`src/rtl/mmio_bridge_pkg.sv`:
```
// Shared types for the MMIO AXI4 -> AXI4-Lite bridge: burst encodings,
// response codes, FSM states and the write-response merge rule.
package mmio_bridge_pkg;

  typedef enum logic [1:0] {
    BURST_FIXED = 2'b00,
    BURST_INCR  = 2'b01,
    BURST_WRAP  = 2'b10
  } burst_e;

  localparam logic [1:0] RESP_OKAY   = 2'b00;
  localparam logic [1:0] RESP_EXOKAY = 2'b01;
  localparam logic [1:0] RESP_SLVERR = 2'b10;
  localparam logic [1:0] RESP_DECERR = 2'b11;

  typedef enum logic [2:0] {
    ST_IDLE    = 3'd0,
    ST_RD_REQ  = 3'd1,
    ST_RD_RESP = 3'd2,
    ST_WR_DATA = 3'd3,
    ST_WR_REQ  = 3'd4,
    ST_WR_RESP = 3'd5,
    ST_WR_B    = 3'd6
  } state_e;

  typedef enum logic {
    PRIO_READ  = 1'b0,
    PRIO_WRITE = 1'b1
  } prio_e;

  // Encodings are ordered by severity, so the worst response is the larger one.
  function automatic logic [1:0] resp_merge(input logic [1:0] acc, input logic [1:0] resp);
    return (resp > acc) ? resp : acc;
  endfunction

endpackage

```
`src/rtl/axi_burst_addr_gen.sv`:
```
// Combinational AXI4 next-beat address for FIXED/INCR/WRAP bursts.
// The reserved burst type behaves as INCR.
module axi_burst_addr_gen
  import mmio_bridge_pkg::*;
#(
  parameter int unsigned ADDR_W = 32
) (
  input  logic [ADDR_W-1:0] addr_i,
  input  logic [7:0]        len_i,
  input  logic [2:0]        size_i,
  input  logic [1:0]        burst_i,
  output logic [ADDR_W-1:0] next_addr_o
);

  logic [ADDR_W-1:0] incr;
  logic [ADDR_W-1:0] span;
  logic [ADDR_W-1:0] mask;
  logic [ADDR_W-1:0] seq;

  always_comb begin
    incr = ADDR_W'(1) << size_i;
    span = (ADDR_W'(len_i) + ADDR_W'(1)) << size_i;
    mask = span - ADDR_W'(1);
    seq  = addr_i + incr;
    case (burst_i)
      BURST_FIXED: next_addr_o = addr_i;
      BURST_WRAP:  next_addr_o = (addr_i & ~mask) | (seq & mask);
      default:     next_addr_o = seq;
    endcase
  end

endmodule

```
`src/rtl/mmio_axi4lite_bridge.sv`:
```
// Splits AXI4 bursts from the core MMIO port into single AXI4-Lite beats,
// one lite transaction outstanding at a time, and rebuilds AXI4 responses.
module mmio_axi4lite_bridge
  import mmio_bridge_pkg::*;
#(
  parameter int unsigned ADDR_W = 32,
  parameter int unsigned DATA_W = 64,
  parameter int unsigned ID_W   = 4,
  parameter int unsigned STRB_W = DATA_W / 8
) (
  input  logic              clk,
  input  logic              reset_n,
  input  logic              s_ar_valid,
  output logic              s_ar_ready,
  input  logic [ID_W-1:0]   s_ar_id,
  input  logic [ADDR_W-1:0] s_ar_addr,
  input  logic [7:0]        s_ar_len,
  input  logic [2:0]        s_ar_size,
  input  logic [1:0]        s_ar_burst,
  output logic              s_r_valid,
  input  logic              s_r_ready,
  output logic [ID_W-1:0]   s_r_id,
  output logic [DATA_W-1:0] s_r_data,
  output logic [1:0]        s_r_resp,
  output logic              s_r_last,
  input  logic              s_aw_valid,
  output logic              s_aw_ready,
  input  logic [ID_W-1:0]   s_aw_id,
  input  logic [ADDR_W-1:0] s_aw_addr,
  input  logic [7:0]        s_aw_len,
  input  logic [2:0]        s_aw_size,
  input  logic [1:0]        s_aw_burst,
  input  logic              s_w_valid,
  output logic              s_w_ready,
  input  logic [DATA_W-1:0] s_w_data,
  input  logic [STRB_W-1:0] s_w_strb,
  input  logic              s_w_last,
  output logic              s_b_valid,
  input  logic              s_b_ready,
  output logic [ID_W-1:0]   s_b_id,
  output logic [1:0]        s_b_resp,
  output logic              m_ar_valid,
  input  logic              m_ar_ready,
  output logic [ADDR_W-1:0] m_ar_addr,
  output logic [2:0]        m_ar_prot,
  input  logic              m_r_valid,
  output logic              m_r_ready,
  input  logic [DATA_W-1:0] m_r_data,
  input  logic [1:0]        m_r_resp,
  output logic              m_aw_valid,
  input  logic              m_aw_ready,
  output logic [ADDR_W-1:0] m_aw_addr,
  output logic [2:0]        m_aw_prot,
  output logic              m_w_valid,
  input  logic              m_w_ready,
  output logic [DATA_W-1:0] m_w_data,
  output logic [STRB_W-1:0] m_w_strb,
  input  logic              m_b_valid,
  output logic              m_b_ready,
  input  logic [1:0]        m_b_resp
);

  state_e            state_q, state_d;
  prio_e             prio_q, prio_d;
  logic [7:0]        cnt_q, cnt_d;
  logic [1:0]        resp_q, resp_d;
  logic [ID_W-1:0]   id_q, id_d;
  logic [ADDR_W-1:0] addr_q, addr_d;
  logic [7:0]        len_q, len_d;
  logic [2:0]        size_q, size_d;
  logic [1:0]        burst_q, burst_d;
  logic [DATA_W-1:0] wdata_q, wdata_d;
  logic [STRB_W-1:0] wstrb_q, wstrb_d;
  logic              aw_done_q, aw_done_d;
  logic              w_done_q, w_done_d;

  logic [ADDR_W-1:0] next_addr;
  logic              grant_rd;
  logic              grant_wr;
  logic              aw_acc;
  logic              w_acc;
  logic              unused_wlast;

  // Beat count comes from len only, so WLAST carries no information here.
  assign unused_wlast = s_w_last;

  axi_burst_addr_gen #(
    .ADDR_W(ADDR_W)
  ) u_addr_gen (
    .addr_i      (addr_q),
    .len_i       (len_q),
    .size_i      (size_q),
    .burst_i     (burst_q),
    .next_addr_o (next_addr)
  );

  assign grant_rd = s_ar_valid && (!s_aw_valid || (prio_q == PRIO_READ));
  assign grant_wr = s_aw_valid && !grant_rd;
  assign aw_acc   = aw_done_q || m_aw_ready;
  assign w_acc    = w_done_q || m_w_ready;

  always_comb begin
    state_d   = state_q;
    prio_d    = prio_q;
    cnt_d     = cnt_q;
    resp_d    = resp_q;
    id_d      = id_q;
    addr_d    = addr_q;
    len_d     = len_q;
    size_d    = size_q;
    burst_d   = burst_q;
    wdata_d   = wdata_q;
    wstrb_d   = wstrb_q;
    aw_done_d = aw_done_q;
    w_done_d  = w_done_q;

    s_ar_ready = 1'b0;
    s_aw_ready = 1'b0;
    s_w_ready  = 1'b0;
    s_r_valid  = 1'b0;
    s_r_last   = 1'b0;
    s_b_valid  = 1'b0;
    m_ar_valid = 1'b0;
    m_r_ready  = 1'b0;
    m_aw_valid = 1'b0;
    m_w_valid  = 1'b0;
    m_b_ready  = 1'b0;
    s_r_id     = id_q;
    s_r_data   = m_r_data;
    s_r_resp   = m_r_resp;
    s_b_id     = id_q;
    s_b_resp   = resp_q;
    m_ar_addr  = addr_q;
    m_aw_addr  = addr_q;
    m_ar_prot  = '0;
    m_aw_prot  = '0;
    m_w_data   = wdata_q;
    m_w_strb   = wstrb_q;

    case (state_q)
      ST_IDLE: begin
        s_ar_ready = grant_rd;
        s_aw_ready = grant_wr;
        if (s_ar_valid && s_aw_valid) begin
          prio_d = grant_rd ? PRIO_WRITE : PRIO_READ;
        end
        if (grant_rd) begin
          id_d    = s_ar_id;
          addr_d  = s_ar_addr;
          len_d   = s_ar_len;
          size_d  = s_ar_size;
          burst_d = s_ar_burst;
          cnt_d   = s_ar_len;
          resp_d  = RESP_OKAY;
          state_d = ST_RD_REQ;
        end else if (grant_wr) begin
          id_d    = s_aw_id;
          addr_d  = s_aw_addr;
          len_d   = s_aw_len;
          size_d  = s_aw_size;
          burst_d = s_aw_burst;
          cnt_d   = s_aw_len;
          resp_d  = RESP_OKAY;
          state_d = ST_WR_DATA;
        end
      end
      ST_RD_REQ: begin
        m_ar_valid = 1'b1;
        if (m_ar_ready) state_d = ST_RD_RESP;
      end
      ST_RD_RESP: begin
        m_r_ready = s_r_ready;
        s_r_valid = m_r_valid;
        s_r_last  = (cnt_q == 8'd0);
        if (m_r_valid && s_r_ready) begin
          if (cnt_q == 8'd0) begin
            state_d = ST_IDLE;
          end else begin
            cnt_d   = cnt_q - 8'd1;
            addr_d  = next_addr;
            state_d = ST_RD_REQ;
          end
        end
      end
      ST_WR_DATA: begin
        s_w_ready = 1'b1;
        if (s_w_valid) begin
          wdata_d = s_w_data;
          wstrb_d = s_w_strb;
          state_d = ST_WR_REQ;
        end
      end
      ST_WR_REQ: begin
        // AW and W handshake independently; the done flags remember which one landed.
        m_aw_valid = !aw_done_q;
        m_w_valid  = !w_done_q;
        if (aw_acc && w_acc) begin
          aw_done_d = 1'b0;
          w_done_d  = 1'b0;
          state_d   = ST_WR_RESP;
        end else begin
          aw_done_d = aw_acc;
          w_done_d  = w_acc;
        end
      end
      ST_WR_RESP: begin
        m_b_ready = 1'b1;
        if (m_b_valid) begin
          resp_d = resp_merge(resp_q, m_b_resp);
          if (cnt_q == 8'd0) begin
            state_d = ST_WR_B;
          end else begin
            cnt_d   = cnt_q - 8'd1;
            addr_d  = next_addr;
            state_d = ST_WR_DATA;
          end
        end
      end
      ST_WR_B: begin
        s_b_valid = 1'b1;
        if (s_b_ready) state_d = ST_IDLE;
      end
      default: state_d = ST_IDLE;
    endcase
  end

  always_ff @(posedge clk or negedge reset_n) begin
    if (!reset_n) begin
      state_q   <= ST_IDLE;
      prio_q    <= PRIO_READ;
      cnt_q     <= '0;
      resp_q    <= '0;
      id_q      <= '0;
      addr_q    <= '0;
      len_q     <= '0;
      size_q    <= '0;
      burst_q   <= '0;
      wdata_q   <= '0;
      wstrb_q   <= '0;
      aw_done_q <= 1'b0;
      w_done_q  <= 1'b0;
    end else begin
      state_q   <= state_d;
      prio_q    <= prio_d;
      cnt_q     <= cnt_d;
      resp_q    <= resp_d;
      id_q      <= id_d;
      addr_q    <= addr_d;
      len_q     <= len_d;
      size_q    <= size_d;
      burst_q   <= burst_d;
      wdata_q   <= wdata_d;
      wstrb_q   <= wstrb_d;
      aw_done_q <= aw_done_d;
      w_done_q  <= w_done_d;
    end
  end

endmodule

```
`config.mk`:
```
export PLATFORM = sky130hd
export DESIGN_NAME = mmio_axi4lite_bridge
export DESIGN_NICKNAME = d
export VERILOG_FILES = /design/src/rtl/mmio_bridge_pkg.sv /design/src/rtl/axi_burst_addr_gen.sv /design/src/rtl/mmio_axi4lite_bridge.sv
export SDC_FILE = /design/constraint.sdc
export NUM_CORES = 1
export LEC_CHECK = 0
export CAP_MARGIN = 25
export CORE_AREA = 5 5 181 183
export CTS_CLUSTER_DIAMETER = 50
export CTS_CLUSTER_SIZE = 20
export DETAILED_ROUTE_END_ITERATION = 10
export DIE_AREA = 0 0 186 188
export GPL_ROUTABILITY_DRIVEN = 0
export GPL_TIMING_DRIVEN = 0
export HOLD_SLACK_MARGIN = 0.12
export PLACE_DENSITY = 0.62
export SYNTH_ARGS = -nofsm -noshare
export SYNTH_HDL_FRONTEND = slang
export SYNTH_SLANG_ARGS = --single-unit
```
`constraint.sdc`:
```
create_clock -name clk -period 8.29 [get_ports clk]
set_input_delay 0.829 -clock clk [delete_from_list [all_inputs] [get_ports clk]]
set_output_delay 0.829 -clock clk [all_outputs]
set_load 0.01 [all_outputs]
```
# After elaboration in Yosys (flattened, before gate mapping)
# Index checks and enable logic that the tools add are counted.
[totals]
ff_bits = 137
[classes]
eq_ne = 15
add_sub_neg = 4
n_reduce_logical = 24
n_lt_le_gt_ge = 1
n_bitwise = 5
shift = 2
muxes = 49
[op_table]
columns = ["cell", "n"]
rows = [
  ["$mux 32", 5],
  ["$pmux 32 s3", 1],
  ["$and 32x32->32", 2],
  ["$pmux 32 s2", 1],
  ["$mux 8", 5],
  ["$mux 3", 11],
  ["$add 32x32->32", 1],
  ["$not 32->32", 1],
  ["$or 32x32->32", 1],
  ["$shl 1x3->32 const A", 1],
  ["$shl 32x3->32", 1],
  ["$sub 32x1->32 const B", 1],
  ["$pmux 8 s3", 1],
  ["$pmux 3 s7", 1],
  ["$mux 1", 15],
  ["$ne 2x2->1 const B", 7],
  ["$mux 2", 6],
  ["$add 8x1->9 const B", 1],
  ["$eq 3x3->1 const B", 3],
  ["$logic_not 8->1", 1],
  ["$mux 4", 2],
  ["$reduce_and 4->1", 2],
  ["$sub 8x1->8 const B", 1],
  ["$reduce_and 7->1", 1],
  ["15 further kinds", 28],
]

# Longest topological paths before layout
[depth]
depth_word = 10
depth_mapped = 16
mapped_depth_nobuf = 14

# Cells and area by module
# Synthesis repeated with hierarchy kept, for this count alone.
[hier_totals]
cells_unflattened = 1068
hier_area_um2 = 9670.5
[by_module_without_submodules]
columns = ["mod", "instances", "area_per_inst_um2", "cells_each", "seq_area_each_um2"]
rows = [
  ["mmio_axi4lite_bridge", 1, 7130.6, 691, 3428.3],
  ["axi_burst_addr_gen", 1, 2539.9, 377, 0.0],
]

# Least setup slack after synthesis
# Ideal clock, no wire load.
[synth_timing]
path_type = "register to register"
start = "register size_q[2]"
end = "register (tool-made name)"
t_arrival_ps = 3034
path_buffers = 3
path_stages_with_launch = 17
t_required_ps = 8156
slack_ps = 5122
setup_ps = 134
synth_period_minus_slack_ps = 3168
cell_sequence = "dfrtp_1 clkbuf_1 clkbuf_1 buf_1 nor2_1 ha_1 inv_1 fa_1 nor2b_1 o21ai_0 a21o_1 a21oi_1 and2_1 nand4_1 a211o_1 o22ai_1 o41ai_2"
[synth_lines]
columns = ["item", "line", "rtl"]
rows = [
  ["start, declared", "mmio_axi4lite_bridge.sv:70", "logic [2:0] size_q, size_d;"],
  ["start signal, assigned", "mmio_axi4lite_bridge.sv:250", "size_q <= size_d;"],
]

# Worst setup path after layout
[layout_timing]
start = "input port s_aw_valid"
end = "output port s_aw_ready"
[layout_via]
elab_chain_len = 6
[layout_rtl]
columns = ["item", "line", "rtl"]
rows = [
  ["start, declared", "mmio_axi4lite_bridge.sv:26", "input logic s_aw_valid,"],
  ["$logic_not 1->1", "mmio_axi4lite_bridge.sv:97", "assign grant_rd = s_ar_valid && (!s_aw_valid || (prio_q == PRIO_READ));"],
  ["$logic_or 1x1->1", "mmio_axi4lite_bridge.sv:97", ""],
  ["$logic_and 1x1->1", "mmio_axi4lite_bridge.sv:97", ""],
  ["$logic_not 1->1", "mmio_axi4lite_bridge.sv:98", "assign grant_wr = s_aw_valid && !grant_rd;"],
  ["$logic_and 1x1->1 (*)", "mmio_axi4lite_bridge.sv:98", ""],
  ["$mux 1 (*)", "mmio_axi4lite_bridge.sv:140", "case (state_q)"],
  ["end, declared", "mmio_axi4lite_bridge.sv:27", "output logic s_aw_ready,"],
]
# Mark *: on every way between the ends. The rest lies on a longest branch, timed or not.

==> impl_metrics.py <==
metrics = {
    "finish": {
        "layout_commonest_cell": "clkdlybuf4s50_1",
        "fillerInstances": 2982,
        "drive_above_1_share_pct": 17.3,
        "syn2layout_area_growth_pct": 54.6,
        "fin_area_um2": 14900,
        "final_core_util_pct": 47.9,
        "nNetsFinal": 1778,
        "final_cell_mix": "clkdlybuf4s50_1, dfrtp_1, nand2_1",
        "diodes": 0,
    },
    "global_routing": {
        "grt_pass1_vias": 10100,
        "antenna_found_initial": 5,
        "grt_pass1_wl_um": 60800,
        "grt_start_max_net_pins": 76,
        "grt.total_usage_pct": 22.7,
        "grt-ovfl-total": 0,
    },
    "worst_setup_path": {
        "critPathArrivalTime_ps": 3900,
        "worstSetupEndpointType": "primary output",
        "reg2reg_depth": 14,
        "critPathMaxFanout": 10,
        "critPathKind": "primary input to primary output",
        "cp.required_ps": 7460,
        "start_kind": "primary input",
    },
    "routing": {
        "drc": 0,
        "firstDrtPassIters": 5,
        "avgRoutedWirePerCell_um": 21.4,
        "wirelength_um": 41200,
        "ant_nets": 0,
        "vias": 9952,
        "vias_per_cell": 5.16,
        "initialDrtViolationCount": 592,
    },
    "die": {
        "core.rowCount": 65,
        "die_area_um2": 35000,
        "die_w_um": 186,
        "core_um2": 31100,
        "initial_core_util_pct": 31.0,
        "die_h_um": 188,
        "pin_count": 480,
    },
    "sta": {
        "worst_pin_slew_ps": 1030,
        "hold_violations": 0,
        "worst_slack_ps": 3570,
        "finalCriticalPeriod_ps": 4720,
        "fin_setup_tns_ps": 0,
        "maxSlewViolCount": 0,
        "skew_ps": 13.6,
        "setup_violations": 0,
        "relSlewSlack_pct": 31.6,
        "rsz0062_at_grt": "no",
        "max_freq_mhz": 212,
        "period_share_pct": 57.0,
    },
    "pwr": {
        "leakage_nw": 6.18,
        "powerDensity_nw_per_um2": 397,
        "ir_drop_mv": 0.183,
    },
    "clocking": {
        "clk_pin_slew_ps": 80,
        "clock-sinks": 137,
        "numCtsBuffers": 17,
        "htreeDepth": 4,
        "cts_tree": "done",
        "clock_latency_ps": 440,
        "root_buffer": "clkbuf_16",
        "cts_setup_buffers": 0,
        "ctsResizeCount": 0,
        "hold_buffers": 0,
        "clk_path_buf_depth": 2,
    },
    "yosys": {
        "synth_flop_cell": "dfrtp_1",
        "synthArstFlopShare_pct": 100,
        "seq_area_frac_synth_pct": 35.6,
        "yosysWarningCount": 0,
        "yosys-top-cells-area": "dfrtp_1, mux2_2, buf_4",
        "synth_edf_count": 0,
        "synth_top_area_share_pct": 35.6,
        "ys_ff_latch": 137,
        "synth_top_area_cell": "dfrtp_1",
        "synth_cell_types": 90,
        "postSynthAreaPerCell_um2": 8.91,
        "syn_area_um2": 9620,
        "netlist_instances": 1080,
    },
    "placed_design": {
        "pre_cts_ws_ps": 3560,
        "dp_hpwl_um": 32600,
        "port_buffers": 406,
        "placed_area_um2": 14300,
    },
    "outcome": {
        "outcome": "complete, no violations",
    },
    "min_path": {
        "hp-class": "primary input to async pin",
    },
    "flow_run": {
        "max_cap_violations": 0,
    },
}
-- synth_stat cells (all sizes together) (5+ instances only) --
master,n
dfrtp,137
buf,126
nand2,125
mux2,80
nor2,75
a21oi,68
o21ai,54
clkbuf,42
a31oi,30
nand3,25
inv,24
nor3,22
mux2i,19
and3,18
xnor2,16
ha,14
o22ai,13
a211oi,11
o211ai,11
nand2b,10
and2,9
nand4,9
nor4,9
xor2,9
a21o,8
o31ai,8
nor2b,7
or2,7
o21ba,6
or4,6
a211o,5
or3,5
-- power breakdown --
group / total, mW / internal, mW / switching, mW
Sequential: 1.33 / 1.01 / 0.319
Combinational: 3.76 / 1.80 / 1.96
Clock: 0.818 / 0.438 / 0.380
-- worst paths after layout --
kind	start	end	slack [ps]
max	s_aw_valid	s_aw_ready	3570
min	reset_n	m_w_data[32]	410
max reg2reg	size_q[2]	flop	4040
min reg2reg	prio_q	prio_q	470
max in group asynchronous	reset_n	async pin	7070
min in group clk	prio_q	prio_q	470
-- per-stage QoR --
step                cells  hold slack (ps)  total power, mW
floorplan            1085              445             3.45
global placement     1893              461             5.02
detailed placement   1895              468             5.06
CTS                  1927              459             5.92
global route         1927              486             6.31
finish               1927              410             5.90
-- final cells by class --
class	instances	area, um^2	area share, %
Clock inverter	15	199	1.34
Timing Repair Buffer	408	4110	27.6
Clock buffer	17	425	2.86
Sequential cell	137	3430	23.0
Tap cell	402	503	3.38
Buffer	168	1080	7.23
Multi-Input combinational cell	755	5040	33.9
Inverter	25	93.8	0.631
-- worst max-delay path, cell delays in order --
cell and delay (ps):
clkdlybuf4s50_1 510, nand2_1 90, nand2_1 250, clkbuf_1 810, buf_1 570, and3_1 250, clkdlybuf4s50_1 580
-- kinds of logic (layout without fill, tap and decap cells) --
kind of cell | Yosys count | count (layout) | synth area share [%]
adder cells (fa/ha/maj) | 15 | 15 | 2.03
other | 1 | 6 | 0.0390
AO/OA/AOI/OAI | 265 | 265 | 18.6
buffers and inverters | 193 | 633 | 12.2
flip-flops | 137 | 137 | 35.6
AND/OR/NAND/NOR | 345 | 345 | 17.9
multiplexers | 99 | 99 | 11.3
XOR/XNOR | 25 | 25 | 2.28
-- routing by layer --
metal | GRT usage [%] | share of wire, % | routed length, um
met1 | 26.4 | 38 | 15500
met2 | 40.3 | 51 | 20800
met3 | 8.46 | 10 | 4270
met4 | 3.87 | 1.2 | 508
met5 | 0 | 0.16 | 67
(Power assumes the default switching activity.)
